<file path="src/rtl/ps2_pkg.sv">
// Shared types and constants for the PS/2 key-event queue: frame FSM states,
// prefix byte codes and the packed key-event record stored in the FIFO.
package ps2_pkg;

  typedef enum logic [1:0] {
    ST_IDLE   = 2'd0,
    ST_DATA   = 2'd1,
    ST_PARITY = 2'd2,
    ST_STOP   = 2'd3
  } ps2_state_e;

  localparam logic [7:0] PS2_EXT = 8'hE0;
  localparam logic [7:0] PS2_BRK = 8'hF0;

  typedef struct packed {
    logic       ext;
    logic       brk;
    logic [7:0] code;
  } key_event_t;

endpackage

</file>
<file path="src/rtl/ps2_frame_rx.sv">
// PS/2 receiver: glitch filter on ps2c, falling-edge tick, 11-bit frame FSM
// with inter-edge timeout. Emits a one-cycle good-byte strobe or frame_err.
module ps2_frame_rx
  import ps2_pkg::*;
#(
  parameter int FILTER_LEN  = 8,
  parameter int TIMEOUT_CYC = 50000
) (
  input  logic       clk,
  input  logic       reset,
  input  logic       ps2c,
  input  logic       ps2d,
  input  logic       rx_en,
  output logic       byte_valid,
  output logic [7:0] rx_byte,
  output logic       frame_err
);

  localparam int TW = $clog2(TIMEOUT_CYC + 1);

  logic [FILTER_LEN-1:0] filt;
  logic                  f_clk;
  logic                  f_next;
  logic                  tick;
  ps2_state_e            state;
  logic [7:0]            sh;
  logic [2:0]            bit_cnt;
  logic                  par;
  logic [TW-1:0]         to_cnt;

  // Filtered clock only changes once the whole window agrees.
  always_comb begin
    f_next = f_clk;
    if (&filt)       f_next = 1'b1;
    else if (~|filt) f_next = 1'b0;
  end

  assign tick = f_clk & ~f_next;

  always_ff @(posedge clk or posedge reset) begin
    if (reset) begin
      filt       <= '1;
      f_clk      <= 1'b1;
      state      <= ST_IDLE;
      sh         <= '0;
      bit_cnt    <= '0;
      par        <= 1'b0;
      to_cnt     <= '0;
      byte_valid <= 1'b0;
      rx_byte    <= '0;
      frame_err  <= 1'b0;
    end else begin
      filt       <= {filt[FILTER_LEN-2:0], ps2c};
      f_clk      <= f_next;
      byte_valid <= 1'b0;
      frame_err  <= 1'b0;

      // A stalled frame is abandoned; the case below only acts on ticks.
      if (state != ST_IDLE && !tick) begin
        if (to_cnt == TW'(TIMEOUT_CYC - 1)) begin
          state     <= ST_IDLE;
          frame_err <= 1'b1;
          to_cnt    <= '0;
        end else begin
          to_cnt <= to_cnt + TW'(1);
        end
      end else begin
        to_cnt <= '0;
      end

      if (tick) begin
        case (state)
          ST_IDLE: begin
            if (ps2d) begin
              frame_err <= 1'b1;
            end else if (rx_en) begin
              state   <= ST_DATA;
              bit_cnt <= '0;
            end
          end
          ST_DATA: begin
            sh      <= {ps2d, sh[7:1]};
            bit_cnt <= bit_cnt + 3'd1;
            if (bit_cnt == 3'd7) state <= ST_PARITY;
          end
          ST_PARITY: begin
            par   <= ps2d;
            state <= ST_STOP;
          end
          ST_STOP: begin
            if ((^{sh, par}) && ps2d) begin
              byte_valid <= 1'b1;
              rx_byte    <= sh;
            end else begin
              frame_err <= 1'b1;
            end
            state <= ST_IDLE;
          end
          default: state <= ST_IDLE;
        endcase
      end
    end
  end

endmodule

</file>
<file path="src/rtl/ps2_key_queue.sv">
// PS/2 key-event queue: decodes E0/F0 prefixes from received bytes and
// stores {ext, brk, code} events in a first-word fall-through FIFO.
module ps2_key_queue
  import ps2_pkg::*;
#(
  parameter int FILTER_LEN  = 8,
  parameter int FIFO_DEPTH  = 4,
  parameter int TIMEOUT_CYC = 50000,
  parameter int REPORT_MAKE = 1
) (
  input  logic       clk,
  input  logic       reset,
  input  logic       ps2c,
  input  logic       ps2d,
  input  logic       rx_en,
  input  logic       rd_en,
  input  logic       clr_ovf,
  output logic [7:0] key_code,
  output logic       key_ext,
  output logic       key_break,
  output logic       key_valid,
  output logic       fifo_full,
  output logic       overflow,
  output logic       frame_err
);

  localparam int PW = $clog2(FIFO_DEPTH);
  localparam int CW = $clog2(FIFO_DEPTH) + 1;

  logic          byte_valid;
  logic [7:0]    rx_byte;
  logic          ext_pend;
  logic          brk_pend;
  key_event_t    mem [FIFO_DEPTH];
  key_event_t    head;
  key_event_t    push_ev;
  logic [PW-1:0] rd_ptr;
  logic [PW-1:0] wr_ptr;
  logic [PW-1:0] new_rd;
  logic [CW-1:0] count;
  logic [CW-1:0] new_count;
  logic          is_prefix;
  logic          push;
  logic          pop;
  logic          push_ok;
  logic          drop;

  ps2_frame_rx #(
    .FILTER_LEN (FILTER_LEN),
    .TIMEOUT_CYC(TIMEOUT_CYC)
  ) u_rx (
    .clk       (clk),
    .reset     (reset),
    .ps2c      (ps2c),
    .ps2d      (ps2d),
    .rx_en     (rx_en),
    .byte_valid(byte_valid),
    .rx_byte   (rx_byte),
    .frame_err (frame_err)
  );

  always_comb begin
    is_prefix = (rx_byte == PS2_EXT) || (rx_byte == PS2_BRK);
    push      = byte_valid && !is_prefix && ((REPORT_MAKE != 0) || brk_pend);
    pop       = rd_en && (count != '0);
    push_ok   = push && ((count != CW'(FIFO_DEPTH)) || pop);
    drop      = push && (count == CW'(FIFO_DEPTH)) && !pop;
    new_rd    = pop ? rd_ptr + PW'(1) : rd_ptr;
    new_count = count + CW'(push_ok) - CW'(pop);
    push_ev   = '{ext: ext_pend, brk: brk_pend, code: rx_byte};
  end

  always_ff @(posedge clk or posedge reset) begin
    if (reset) begin
      ext_pend <= 1'b0;
      brk_pend <= 1'b0;
    end else if (frame_err) begin
      ext_pend <= 1'b0;
      brk_pend <= 1'b0;
    end else if (byte_valid) begin
      if (rx_byte == PS2_EXT) begin
        ext_pend <= 1'b1;
      end else if (rx_byte == PS2_BRK) begin
        brk_pend <= 1'b1;
      end else begin
        ext_pend <= 1'b0;
        brk_pend <= 1'b0;
      end
    end
  end

  always_ff @(posedge clk or posedge reset) begin
    if (reset) begin
      for (int i = 0; i < FIFO_DEPTH; i++) mem[i] <= '0;
      rd_ptr   <= '0;
      wr_ptr   <= '0;
      count    <= '0;
      head     <= '0;
      overflow <= 1'b0;
    end else begin
      if (push_ok) begin
        mem[wr_ptr] <= push_ev;
        wr_ptr      <= wr_ptr + PW'(1);
      end
      rd_ptr <= new_rd;
      count  <= new_count;
      // The new head is the entry being written only when it lands in an empty slot pair.
      if (new_count != '0) begin
        if (push_ok && (wr_ptr == new_rd)) head <= push_ev;
        else                               head <= mem[new_rd];
      end
      if (drop)         overflow <= 1'b1;
      else if (clr_ovf) overflow <= 1'b0;
    end
  end

  assign key_code  = head.code;
  assign key_ext   = head.ext;
  assign key_break = head.brk;
  assign key_valid = (count != '0);
  assign fifo_full = (count == CW'(FIFO_DEPTH));

endmodule

</file>
<file path="config.mk">
export PLATFORM = sky130hd
export DESIGN_NAME = ps2_key_queue
export DESIGN_NICKNAME = d
export VERILOG_FILES = /design/src/rtl/ps2_pkg.sv /design/src/rtl/ps2_frame_rx.sv /design/src/rtl/ps2_key_queue.sv
export SDC_FILE = /design/constraint.sdc
export NUM_CORES = 1
export LEC_CHECK = 0
export BUFFER_PORTS_ARGS = -buffer_cell sky130_fd_sc_hd__buf_2
export CORE_MARGIN = 2
export CORE_UTILIZATION = 61
export DETAILED_ROUTE_END_ITERATION = 10
export GPL_ROUTABILITY_DRIVEN = 0
export PLACE_DENSITY = 0.79
export SLEW_MARGIN = 20
export SYNTH_ARGS = -nofsm -noshare
export SYNTH_HDL_FRONTEND = slang
export SYNTH_HIERARCHICAL = 1
export SYNTH_SLANG_ARGS = --single-unit
</file>
<file path="constraint.sdc">
create_clock -name clk -period 4 [get_ports clk]
set_input_delay 0 -clock clk [delete_from_list [all_inputs] [get_ports clk]]
set_output_delay 0 -clock clk [all_outputs]
set_load 0.1 [all_outputs]
</file>
Word-level counts from Yosys, hierarchy flattened:

Cells that the tools add are included.

* ROM bits: 0
* memories kept: 0
* output and inout bits: 14
* logic and storage cells: 129
* register bits after elaboration: 109
* input port bits: 7
* bits in latches: 0
* RAM bits: 0

* magnitude comparators: 3
* add/subtract/negate cells: 6
* reductions and logical operators: 30
* eq/ne operators: 14
* multiplexer cells: 41
* div/mod/pow operators: 0
* multiply operators: 0
* shifts and indexed selects: 0
* bitwise logic cells: 4

Operators by type and width (count)
* $bwmux W40: 1
* $mux W10: 4
* $mux W16: 2
* $bmux W10 S2: 1
* $demux W10 S2: 1
* $mux W1: 20
* $add A16 B1 Y16 const B: 1
* $eq A16 B16 Y1 const B: 1
* $eq A8 B8 Y1 const B: 2
* $mux W2: 7
* $logic_and A1 B1 Y1: 9
* $reduce_xor A9 Y1: 1
* $pmux W2 S4: 1
* $reduce_and A2 Y1: 4
* $reduce_and A8 Y1: 1
* $reduce_bool A2 Y1: 4
* $reduce_or A8 Y1: 1
* $eq A3 B3 Y1 const B: 2
* $ge A3 B3 Y1 const B: 2
* $mux W3: 2
* $not A2 Y3: 2
* $pmux W3 S2: 1
* $reduce_bool A3 Y1: 2
* $add A2 B1 Y2 const B: 2
* other kinds (19): 24

Logic depth before layout (Yosys ltp):

Gate-level depths: netlist of run 1.

* depth after elaboration: 12
* gate-level depth with buffers: 13
* depth with buffers taken out: 12

Hierarchy:

Netlist of run 1, hierarchy kept.

Modules (own cells, without submodules)
* ps2_key_queue: seq. area each 1501.4 µm², cells an instance 225, area an instance 2891.5 µm², times used 1
* ps2_frame_rx: seq. area each 1237.4 µm², cells an instance 192, area an instance 2233.4 µm², times used 1

Worst setup path before layout of run 1:

OpenSTA, ideal clock, no wires.

* path kind: register -> register
* start point: reg count[1]
* end point: reg head, in the netlist key_code[4]
* cell stages (with the launch flop): 13
* data required time: 3.913 ns
* data arrival time: 4.562 ns
* setup slack: -0.649 ns
* cell sequence: dfrtp_1 > nor3b_1 > nor2_1 > a22o_1 > ha_1 > inv_1 > fa_1 > xnor2_1 > xnor2_1 > or3_1 > and2_1 > buf_6 > a211oi_2

* elaborated cells on any way between the ends: 16

RTL lines
* from (decl): RTL line ps2_key_queue.sv:40 `logic [CW-1:0] count;`
* from (signal assigned): RTL line ps2_key_queue.sv:106 `count <= new_count;`
* $reduce_bool A3 Y1: RTL line ps2_key_queue.sv:65 `pop = rd_en && (count != '0);`
* $logic_and A1 B1 Y1: RTL line ps2_key_queue.sv:65
* $logic_or A1 B1 Y1: RTL line ps2_key_queue.sv:66 `push_ok = push && ((count != CW'(FIFO_DEPTH)) || pop);`
* $logic_and A1 B1 Y1: RTL line ps2_key_queue.sv:66
* $add A3 B1 Y3: RTL line ps2_key_queue.sv:69 `new_count = count + CW'(push_ok) - CW'(pop);`
* $sub A3 B1 Y3 *: RTL line ps2_key_queue.sv:69
* named net new_count[2]: RTL line ps2_key_queue.sv:41 `logic [CW-1:0] new_count;`
* $reduce_bool A3 Y1 *: RTL line ps2_key_queue.sv:108 `if (new_count != '0) begin`
* to (signal assigned): RTL line ps2_key_queue.sv:109 `if (push_ok && (wr_ptr == new_rd)) head <= push_ev;`
* to (signal assigned): RTL line ps2_key_queue.sv:110 `else head <= mem[new_rd];`
* to (decl): RTL line ps2_key_queue.sv:35 `key_event_t head;`

The timed path passes the listed nets; every way through them passes the cells marked *. The select of a mux whose other input is x is not followed.
A chain may end at the register's enable or synchronous reset.

Worst setup path after layout of run 1:

* start point: reg u_rx.rx_byte[2]
* end point: reg head, in the netlist key_code[4]

* word-level cells in the longest chain between the ends: 8
* elaborated cells on any way between the ends: 11

Ends and longest elaborated chain
* from (decl): RTL line ps2_frame_rx.sv:15 `output logic [7:0] rx_byte,`
* from (signal assigned): RTL line ps2_frame_rx.sv:93 `rx_byte <= sh;`
* $eq A8 B8 Y1: RTL line ps2_key_queue.sv:63 `is_prefix = (rx_byte == PS2_EXT) || (rx_byte == PS2_BRK);`
* $logic_or A1 B1 Y1 *: RTL line ps2_key_queue.sv:63
* $logic_not A1 Y1 *: RTL line ps2_key_queue.sv:64 `push = byte_valid && !is_prefix && ((REPORT_MAKE != 0) || brk_pend);`
* $logic_and A1 B1 Y1 *: RTL line ps2_key_queue.sv:64
* $logic_and A1 B1 Y1 *: RTL line ps2_key_queue.sv:66
* $add A3 B1 Y3 *: RTL line ps2_key_queue.sv:69
* $sub A3 B1 Y3 *: RTL line ps2_key_queue.sv:69
* named net new_count[2]: RTL line ps2_key_queue.sv:41
* $reduce_bool A3 Y1 *: RTL line ps2_key_queue.sv:108

The timed path passes the listed nets; every way through them passes the cells marked *.

==> PnR_summary.wiki, run 1 <==
{| class="wikitable"
! Metric !! Value
|-
| Outcome || finished, final reports clean
|-
| Finish-stage setup viols || 0
|-
| Cells after Synth || 417
|-
| Crit path max fanout || 10
|-
| Via density per instance || 6.03
|-
| Ports placed on the boundary || 21
|-
| Latest clock arrival within the worst-skew pair || 0.36 ns
|-
| Max Root-Sink Buffers || 2
|-
| Detailed placement HPWL || 6.60 mm
|-
| Count leader, synth || sky130_fd_sc_hd__dfrtp_1
|-
| Initial antenna violation count || 0
|-
| Number of cells on the critical path || 12
|-
| Power, Total || around 2.8 mW
|-
| Post-route core utilization || roughly two thirds
|-
| Top cells by instance count after synthesis || sky130_fd_sc_hd__dfrtp_1, sky130_fd_sc_hd__mux2_2, sky130_fd_sc_hd__nor2_1, sky130_fd_sc_hd__nand2_1, sky130_fd_sc_hd__nor3_1
|-
| Maximum operating frequency || about 0.28 GHz
|-
| Global-route congestion overflow total || 0
|-
| #FFs+latches synth || 109
|-
| ANT cells || 0
|-
| Critical Path End || key_code[4]$_DFFE_PP0P_
|-
| Number of nets in the synthesized netlist || around 440
|-
| Delay-heaviest family, CP || simple AND/OR/NAND/NOR gates
|-
| Final period utilization || 90.1%
|-
| Critical path capture point type || register
|-
| Ordered list of cells on the worst path || nor4bb_2 > a31oi_1 > xor2_1 > a22o_1 > ha_1 > inv_1 > fa_1 > xnor2_1 > xnor2_1 > or3_1 > and2_1 > a211oi_2
|-
| Worst supply voltage drop on vdd || about 330 uV
|-
| Number of maximum-capacitance violations || 0
|-
| Slowest cell on the critical path || sky130_fd_sc_hd__nor4bb_2
|-
| Setup repair after global routing missed its margin || false
|-
| Final hold viol count || 0
|-
| Fraction of post-synthesis cell area in the top cell type by area || a little under 50%
|-
| Number of placed instances, taps included || between 500 and 600
|-
| Overall track demand over capacity in global routing || a little under a quarter
|-
| TritonCTS buffer count || 9
|-
| Count of buffers inserted at the top-level ports || 20
|-
| Vert. Die Dim || 95.7 um
|-
| Fraction of final layout cells with drive strength greater than 1 || between 30% and 40%
|-
| Total via count in the routed design || around 3300
|-
| Placeable core area || slightly above 0.008 sq mm
|-
| Maximum number of pins on one net before global-route repair || 61
|-
| Buffers plus inverters on the worst setup path || 1
|-
| P&R area growth vs syn || 7.91%
|-
| Sequential area share after synthesis || approximately 53%
|-
| Largest stage delay, worst path || 0.50 ns
|-
| Number of enable flip-flop cells after synthesis || 0
|-
| Number of setup buffers added after CTS || 0
|-
| Most repeated library cell on the critical path || sky130_fd_sc_hd__xnor2_1
|-
| Number of nets in the finished design || 462
|-
| Final Slew Violations || 0
|-
| Actual slew at the worst max-slew pin || ~0.82 ns
|-
| Relative max-transition margin || 44.5%
|-
| Power density over cell area || approximately 500 mW/mm^2
|-
| TritonCTS clock tree || yes
|-
| CTS Hold Bufs || 4
|-
| Die footprint || about 0.0092 sq mm
|-
| Number of gates resized after CTS || 0
|-
| Final setup skew || ~0.01 ns
|-
| Synthesized area || between 0.005 and 0.006 sq mm
|-
| Classification of the worst setup path || reg -> reg
|-
| Predominant post-synthesis flop cell || sky130_fd_sc_hd__dfrtp_1
|-
| Leakage dissipation || between 2 and 3 nW
|-
| Startpoint type of the worst setup path || register
|-
| Endpoint of the most critical register-to-register path || key_code[4]$_DFFE_PP0P_
|-
| Worst setup slack for register-to-register paths || about 0.4 ns
|-
| Share of synthesized registers carrying an async set or reset || 100%
|-
| Clock Tree Root || sky130_fd_sc_hd__clkbuf_8
|-
| Setup TNS || 0 ns
|-
| Cell count of the worst reg-to-reg path || 12
|-
| Average cell area after synthesis || around 12 sq um
|-
| Number of design-rule violations left by the first detailed-router iteration || around 160
|-
| Data arrival time of the critical path || ~3.9 ns
|-
| Biggest area contributors in the synthesized netlist || sky130_fd_sc_hd__dfrtp_1, sky130_fd_sc_hd__mux2_2, sky130_fd_sc_hd__dfstp_2
|-
| Sink Count || approximately 110
|-
| Clock transition at the register clock pins on the worst setup and hold paths after CTS || around 0.1 ns
|-
| Die X-Extent || 95.7 um
|-
| TritonRoute pass-1 iters || 5
|-
| Required time worst endpoint || 4.28 ns
|-
| Count of distinct cell types in the synthesized netlist || between 50 and 60
|-
| First-pass GRT wire length || 16.3 mm
|-
| Final instance count without filler cells || between 500 and 600
|-
| Area leader, netlist || sky130_fd_sc_hd__dfrtp_1
|-
| Reg2reg start || u_rx/rx_byte[2]$_DFFE_PP0P_
|-
| Overall routed net length || approximately 9.9 mm
|-
| Synth Warn # || 6
|-
| Worst hold path class || in -> reg
|-
| Routed WL per cell || 17.9 um
|-
| Depth of the CTS H-tree || 3
|-
| Initial Util || 62.7%
|-
| Number of nets with antenna violations after detailed routing || 0
|-
| FP Rows || 33
|-
| DRC Markers || 0
|-
| Beginning of the critical path || u_rx/rx_byte[2]$_DFFE_PP0P_
|-
| Via count of the first global-routing pass || between 3000 and 4000
|-
| Min Tclk post-route || about 3.6 ns
|}
==> metrics by stage <==
stage          hold WS (ns)  setup slack, ns  instance area (sq um)
2_1_floorplan       0.00448            0.388                   5130
3_3_place_gp          0.106            0.544                   5310
3_5_place_dp          0.107            0.433                   5310
4_1_cts              0.0570            0.405                   5520
5_1_grt              0.0723            0.195                   5530
6_report             0.0739            0.396                   5530
==> flip-flops by register name (all words and copies together) (netlist names), 3 cells and up <==
name,flops
u_rx/rx_byte,8
count,3
key_code,8
mem,40
u_rx/filt,8
u_rx/sh,8
u_rx/to_cnt,16
u_rx/bit_cnt,3
==> layout make-up <==
class | count | area, sq um
inverter | 16 | 61.3
clock inverter | 7 | 51.3
timing repair buffer | 28 | 170
sequential | 109 | 2740
tap | 105 | 131
multi-input combinational | 278 | 2250
fill | 635 | 2650
clock buffer | 9 | 124
==> cells in the final DEF, fill, tap and decap left out, types with 2 or more instances in the layout <==
cell type / Yosys / layout
sky130_fd_sc_hd__o211ai_1: 2 / 2
sky130_fd_sc_hd__xor2_1: 12 / 12
sky130_fd_sc_hd__a32o_1: 2 / 2
sky130_fd_sc_hd__mux2_2: 63 / 63
sky130_fd_sc_hd__a21oi_1: 4 / 4
sky130_fd_sc_hd__nand4_1: 2 / 2
sky130_fd_sc_hd__nor4b_1: 2 / 2
sky130_fd_sc_hd__buf_2: 2 / 20
sky130_fd_sc_hd__and4_1: 2 / 2
sky130_fd_sc_hd__a222oi_1: 10 / 10
sky130_fd_sc_hd__xnor2_1: 14 / 13
sky130_fd_sc_hd__or3_1: 2 / 2
sky130_fd_sc_hd__nor3_2: 2 / 2
sky130_fd_sc_hd__nor4_1: 3 / 3
sky130_fd_sc_hd__o21ai_0: 12 / 12
sky130_fd_sc_hd__nor2_1: 39 / 39
sky130_fd_sc_hd__dfrtp_1: 100 / 100
sky130_fd_sc_hd__and3_1: 2 / 2
sky130_fd_sc_hd__nand3_1: 12 / 12
sky130_fd_sc_hd__inv_1: 16 / 14
sky130_fd_sc_hd__dlygate4sd3_1: 0 / 4
sky130_fd_sc_hd__nand2_1: 27 / 27
sky130_fd_sc_hd__clkbuf_8: 0 / 9
sky130_fd_sc_hd__nand2b_1: 2 / 2
sky130_fd_sc_hd__xnor2_2: 1 / 2
sky130_fd_sc_hd__buf_4: 6 / 4
sky130_fd_sc_hd__ha_1: 12 / 12
sky130_fd_sc_hd__clkinv_4: 0 / 3
sky130_fd_sc_hd__nor3_1: 17 / 17
sky130_fd_sc_hd__a211oi_2: 10 / 10
sky130_fd_sc_hd__clkinv_2: 0 / 3
sky130_fd_sc_hd__dfstp_2: 9 / 9
==> how the worst min path moves through the flow <==
stage / startpoint / end / cells after the start
finish: rd_en / overflow$_DFFE_PP0P_ / 4
global route: rd_en / overflow$_DFFE_PP0P_ / 4
CTS: rd_en / overflow$_DFFE_PP0P_ / 4
detailed placement: ps2c / u_rx/filt[0]$_DFF_PP1_ / 1
global placement: ps2c / u_rx/filt[0]$_DFF_PP1_ / 1
floorplan: ps2c / u_rx/filt[0]$_DFF_PP1_ / 0
==> tightest hold or removal path: stages <==
cell                      delay [ns]
sky130_fd_sc_hd__buf_2          0.13
sky130_fd_sc_hd__nor4b_1        0.11
sky130_fd_sc_hd__nand2_1        0.08
sky130_fd_sc_hd__o21ai_0        0.08
==> metal layers <==
metal  vias to the layer above  GRT usage (%)  wire, um
met5                         -              0         0
met4                         0           7.50       106
met3                         8           4.98       385
met2                        58           40.7      5210
met1                      1710           29.5      4190
li1                       1550              -         -
==> power by group <==
group          internal (mW)  leakage (nW)  total, mW  switching, mW
Sequential              1.19          1.45       1.32          0.134
Clock                  0.230        0.0925      0.594          0.364
Combinational          0.262          1.07      0.852          0.589
==> cell families (layout without fill, tap and decap cells) <==
logic type	Yosys count	after routing	share of synthesized area (%)
compound gates	50	50	8.94
xor+xnor	28	28	5.20
fa+ha+maj	13	13	3.32
buf+inv	30	60	2.83
flops	109	109	53.4
mux	63	63	13.8
simple gates	124	124	12.4
Power figures use the tool's default switching activity.
==> run 2, diff against run 1 <==
--- a/config.mk
+++ b/config.mk
@@ -7,10 +7,9 @@
 export LEC_CHECK = 0
 export BUFFER_PORTS_ARGS = -buffer_cell sky130_fd_sc_hd__buf_2
 export CORE_MARGIN = 2
-export CORE_UTILIZATION = 61
+export CORE_UTILIZATION = 25
 export DETAILED_ROUTE_END_ITERATION = 10
 export GPL_ROUTABILITY_DRIVEN = 0
-export PLACE_DENSITY = 0.79
 export SLEW_MARGIN = 20
 export SYNTH_ARGS = -nofsm -noshare
 export SYNTH_HDL_FRONTEND = slang
==> constraint.sdc (replaced) <==
create_clock -name clk -period 4.4 [get_ports clk]
set_input_delay 0 -clock clk [delete_from_list [all_inputs] [get_ports clk]]
set_output_delay 0 -clock clk [all_outputs]
set_load 0.1 [all_outputs]
==> PnR_summary.wiki, run 2 (synthesis gave the netlist of run 1 again) <==
{| class="wikitable"
! Metric !! Value
|-
| Initial Util || about 25%
|-
| Leading cell types in the layout, fill and taps excluded || sky130_fd_sc_hd__dfrtp_1, sky130_fd_sc_hd__mux2_2, sky130_fd_sc_hd__nor2_1
|-
| Depth of the CTS H-tree || 3
|-
| Maximum operating frequency || about 0.26 GHz
|-
| Total via count in the routed design || roughly 3300
|-
| Final instance count without filler cells || a little over 700
|-
| Via count of the first global-routing pass || 3308
|-
| Met3 demand-to-capacity share in global routing || 2.55%
|-
| Routed WL per cell || between 15 and 20 um
|-
| Relative max-transition margin || a little over two fifths
|-
| Maximum number of pins on one net before global-route repair || 61
|-
| Clock Tree Root || sky130_fd_sc_hd__clkbuf_16
|-
| Register ranked first by flip-flop count || mem
|-
| Finish-stage setup viols || 0
|-
| Number of nets in the finished design || ~460
|-
| Power, Total || 2.77 mW
|-
| Number of nets with antenna violations after detailed routing || 0
|-
| TritonCTS clock tree || yes
|-
| Ports placed on the boundary || 21
|-
| Number of placed instances, taps included || 695
|-
| DRC Markers || 0
|-
| Sink Count || 109
|-
| TritonRoute pass-1 iters || 4
|-
| Count of buffers inserted at the top-level ports || 20
|-
| Crit path max fanout || 11
|-
| Registers with the most flip-flops || mem: 40 flops, u_rx/to_cnt: 16 flops
|-
| Ordered list of cells on the worst path || nor4bb_2 > a31oi_1 > xor2_1 > a22o_1 > ha_1 > inv_1 > fa_1 > xnor2_1 > xnor2_1 > or3_1 > and2_1 > a211oi_2
|-
| Largest stage delay, worst path || about 0.53 ns
|-
| Final Slew Violations || 0
|-
| Buffers plus inverters on the worst setup path || 1
|-
| Die footprint || 0.0217 sq mm
|-
| Number of design-rule violations left by the first detailed-router iteration || around 210
|-
| Placeable core area || around 0.020 sq mm
|-
| Actual slew at the worst max-slew pin || between 0.8 and 0.9 ns
|-
| Power density over cell area || ~470 mW/mm^2
|-
| ANT cells || 0
|-
| Delay-heaviest family, CP || simple AND/OR/NAND/NOR gates
|-
| Detailed placement HPWL || about 7.4 mm
|-
| Slowest cell on the critical path || sky130_fd_sc_hd__and2_1
|-
| Required time worst endpoint || around 4.6 ns
|-
| First-pass GRT wire length || ~18 mm
|-
| Worst hold path class || in -> reg
|-
| Vert. Die Dim || 147 um
|-
| Commonest non-fill, non-tap cell in the layout || sky130_fd_sc_hd__dfrtp_1
|-
| Setup repair after global routing missed its margin || false
|-
| Final hold viol count || 0
|-
| Outcome || finished, final reports clean
|-
| Critical path capture point type || register
|-
| Initial antenna violation count || 0
|-
| Overall routed net length || roughly 11 mm
|-
| Startpoint type of the worst setup path || register
|-
| Met1 Usage GRT || 13.3%
|-
| TritonCTS buffer count || 9
|-
| Min Tclk post-route || ~3.8 ns
|-
| Number of flip-flops in the largest register || 40
|-
| Fraction of final layout cells with drive strength greater than 1 || 30.6%
|-
| Final setup skew || 0.00899 ns
|-
| P&R area growth vs syn || 13.9%
|-
| Data arrival time of the critical path || 4.01 ns
|-
| Worst supply voltage drop on vdd || approximately 190 uV
|-
| Latest clock arrival within the worst-skew pair || about 0.35 ns
|-
| Final period utilization || around 87%
|-
| Number of setup buffers added after CTS || 0
|-
| Most used routing layer || met2
|-
| Classification of the worst setup path || reg -> reg
|-
| Number of gates resized after CTS || 0
|-
| Setup TNS || 0 ns
|-
| Clock transition at the register clock pins on the worst setup and hold paths after CTS || around 0.070 ns
|-
| FP Rows || 52
|-
| Overall track demand over capacity in global routing || between 10% and 20%
|-
| Global-route congestion overflow total || 0
|-
| Via density per instance || around 4.6
|-
| Die X-Extent || 147 um
|-
| Most repeated library cell on the critical path || sky130_fd_sc_hd__xnor2_1
|-
| Max Root-Sink Buffers || 2
|-
| Number of maximum-capacitance violations || 0
|-
| Leakage dissipation || 2.64 nW
|-
| Met2 Resource Use GR || between 10% and 20%
|}
[run 2: final cells by class]
cell class / count / area (sq um)
Clock buffer: 9 / 225
Tap cell: 270 / 338
Multi-Input combinational cell: 278 / 2250
Fill cell: 2077 / 14300
Clock inverter: 7 / 75.1
Inverter: 16 / 61.3
Timing Repair Buffer: 25 / 145
Sequential cell: 109 / 2740
[run 2: what timing repair did]
action	4_1_cts	5_1_grt
hold endpoints to repair	102	0
endpoints found under the setup margin	0	0
hold buffers	3	0
[run 2: worst register-to-register path, cell delays in order, from the launching register on]
cell,delay [ns]
sky130_fd_sc_hd__dfrtp_1,0.45
sky130_fd_sc_hd__nor4bb_2,0.47
sky130_fd_sc_hd__a31oi_1,0.31
sky130_fd_sc_hd__xor2_1,0.24
sky130_fd_sc_hd__a22o_1,0.15
sky130_fd_sc_hd__ha_1,0.14
sky130_fd_sc_hd__inv_1,0.05
sky130_fd_sc_hd__fa_1,0.38
sky130_fd_sc_hd__xnor2_1,0.15
sky130_fd_sc_hd__xnor2_1,0.25
sky130_fd_sc_hd__or3_1,0.39
sky130_fd_sc_hd__and2_1,0.54
sky130_fd_sc_hd__a211oi_2,0.14
[run 2: worst paths after layout]
check | from | end | slack (ns) | depth (start not counted)
max reg2reg | u_rx/rx_byte[2]$_DFFE_PP0P_ | key_code[3]$_DFFE_PP0P_ | 0.59 | 12
min | ps2d | u_rx/byte_valid$_DFF_PP0_ | 0.03 | 3
max | u_rx/rx_byte[2]$_DFFE_PP0P_ | key_code[3]$_DFFE_PP0P_ | 0.59 | 12
max in group asynchronous | reset | mem[27]$_DFFE_PP0P_ | 3.45 | 4
min reg2reg | u_rx/filt[4]$_DFF_PP1_ | u_rx/filt[5]$_DFF_PP1_ | 0.37 | 0
min in group asynchronous | reset | u_rx/rx_byte[3]$_DFFE_PP0P_ | 0.37 | 3
[run 2: routing by layer]
metal | vias to the layer above | wire length [um]
met5 | - | 0
met4 | 0 | 182
met3 | 13 | 326
met2 | 44 | 5340
met1 | 1654 | 4880
li1 | 1543 | -
[run 2: through the flow]
stage               area, sq um  utilization [%]  hold WS (ns)  setup slack (ns)
floorplan                  5130                -       0.00448             0.788
global placement           5500             27.3         0.108             0.769
detailed placement         5510             27.3         0.107             0.531
CTS                        5840             28.9        0.0233             0.528
global route               5840             28.9        0.0276             0.242
finish                     5840             28.9        0.0309             0.588
[run 2: report_power, final]
part           total (mW)  internal, mW  switching, mW
registers            1.20          1.08          0.123
logic               0.748         0.218          0.530
clock network       0.815         0.443          0.371
total                2.77          1.74           1.02
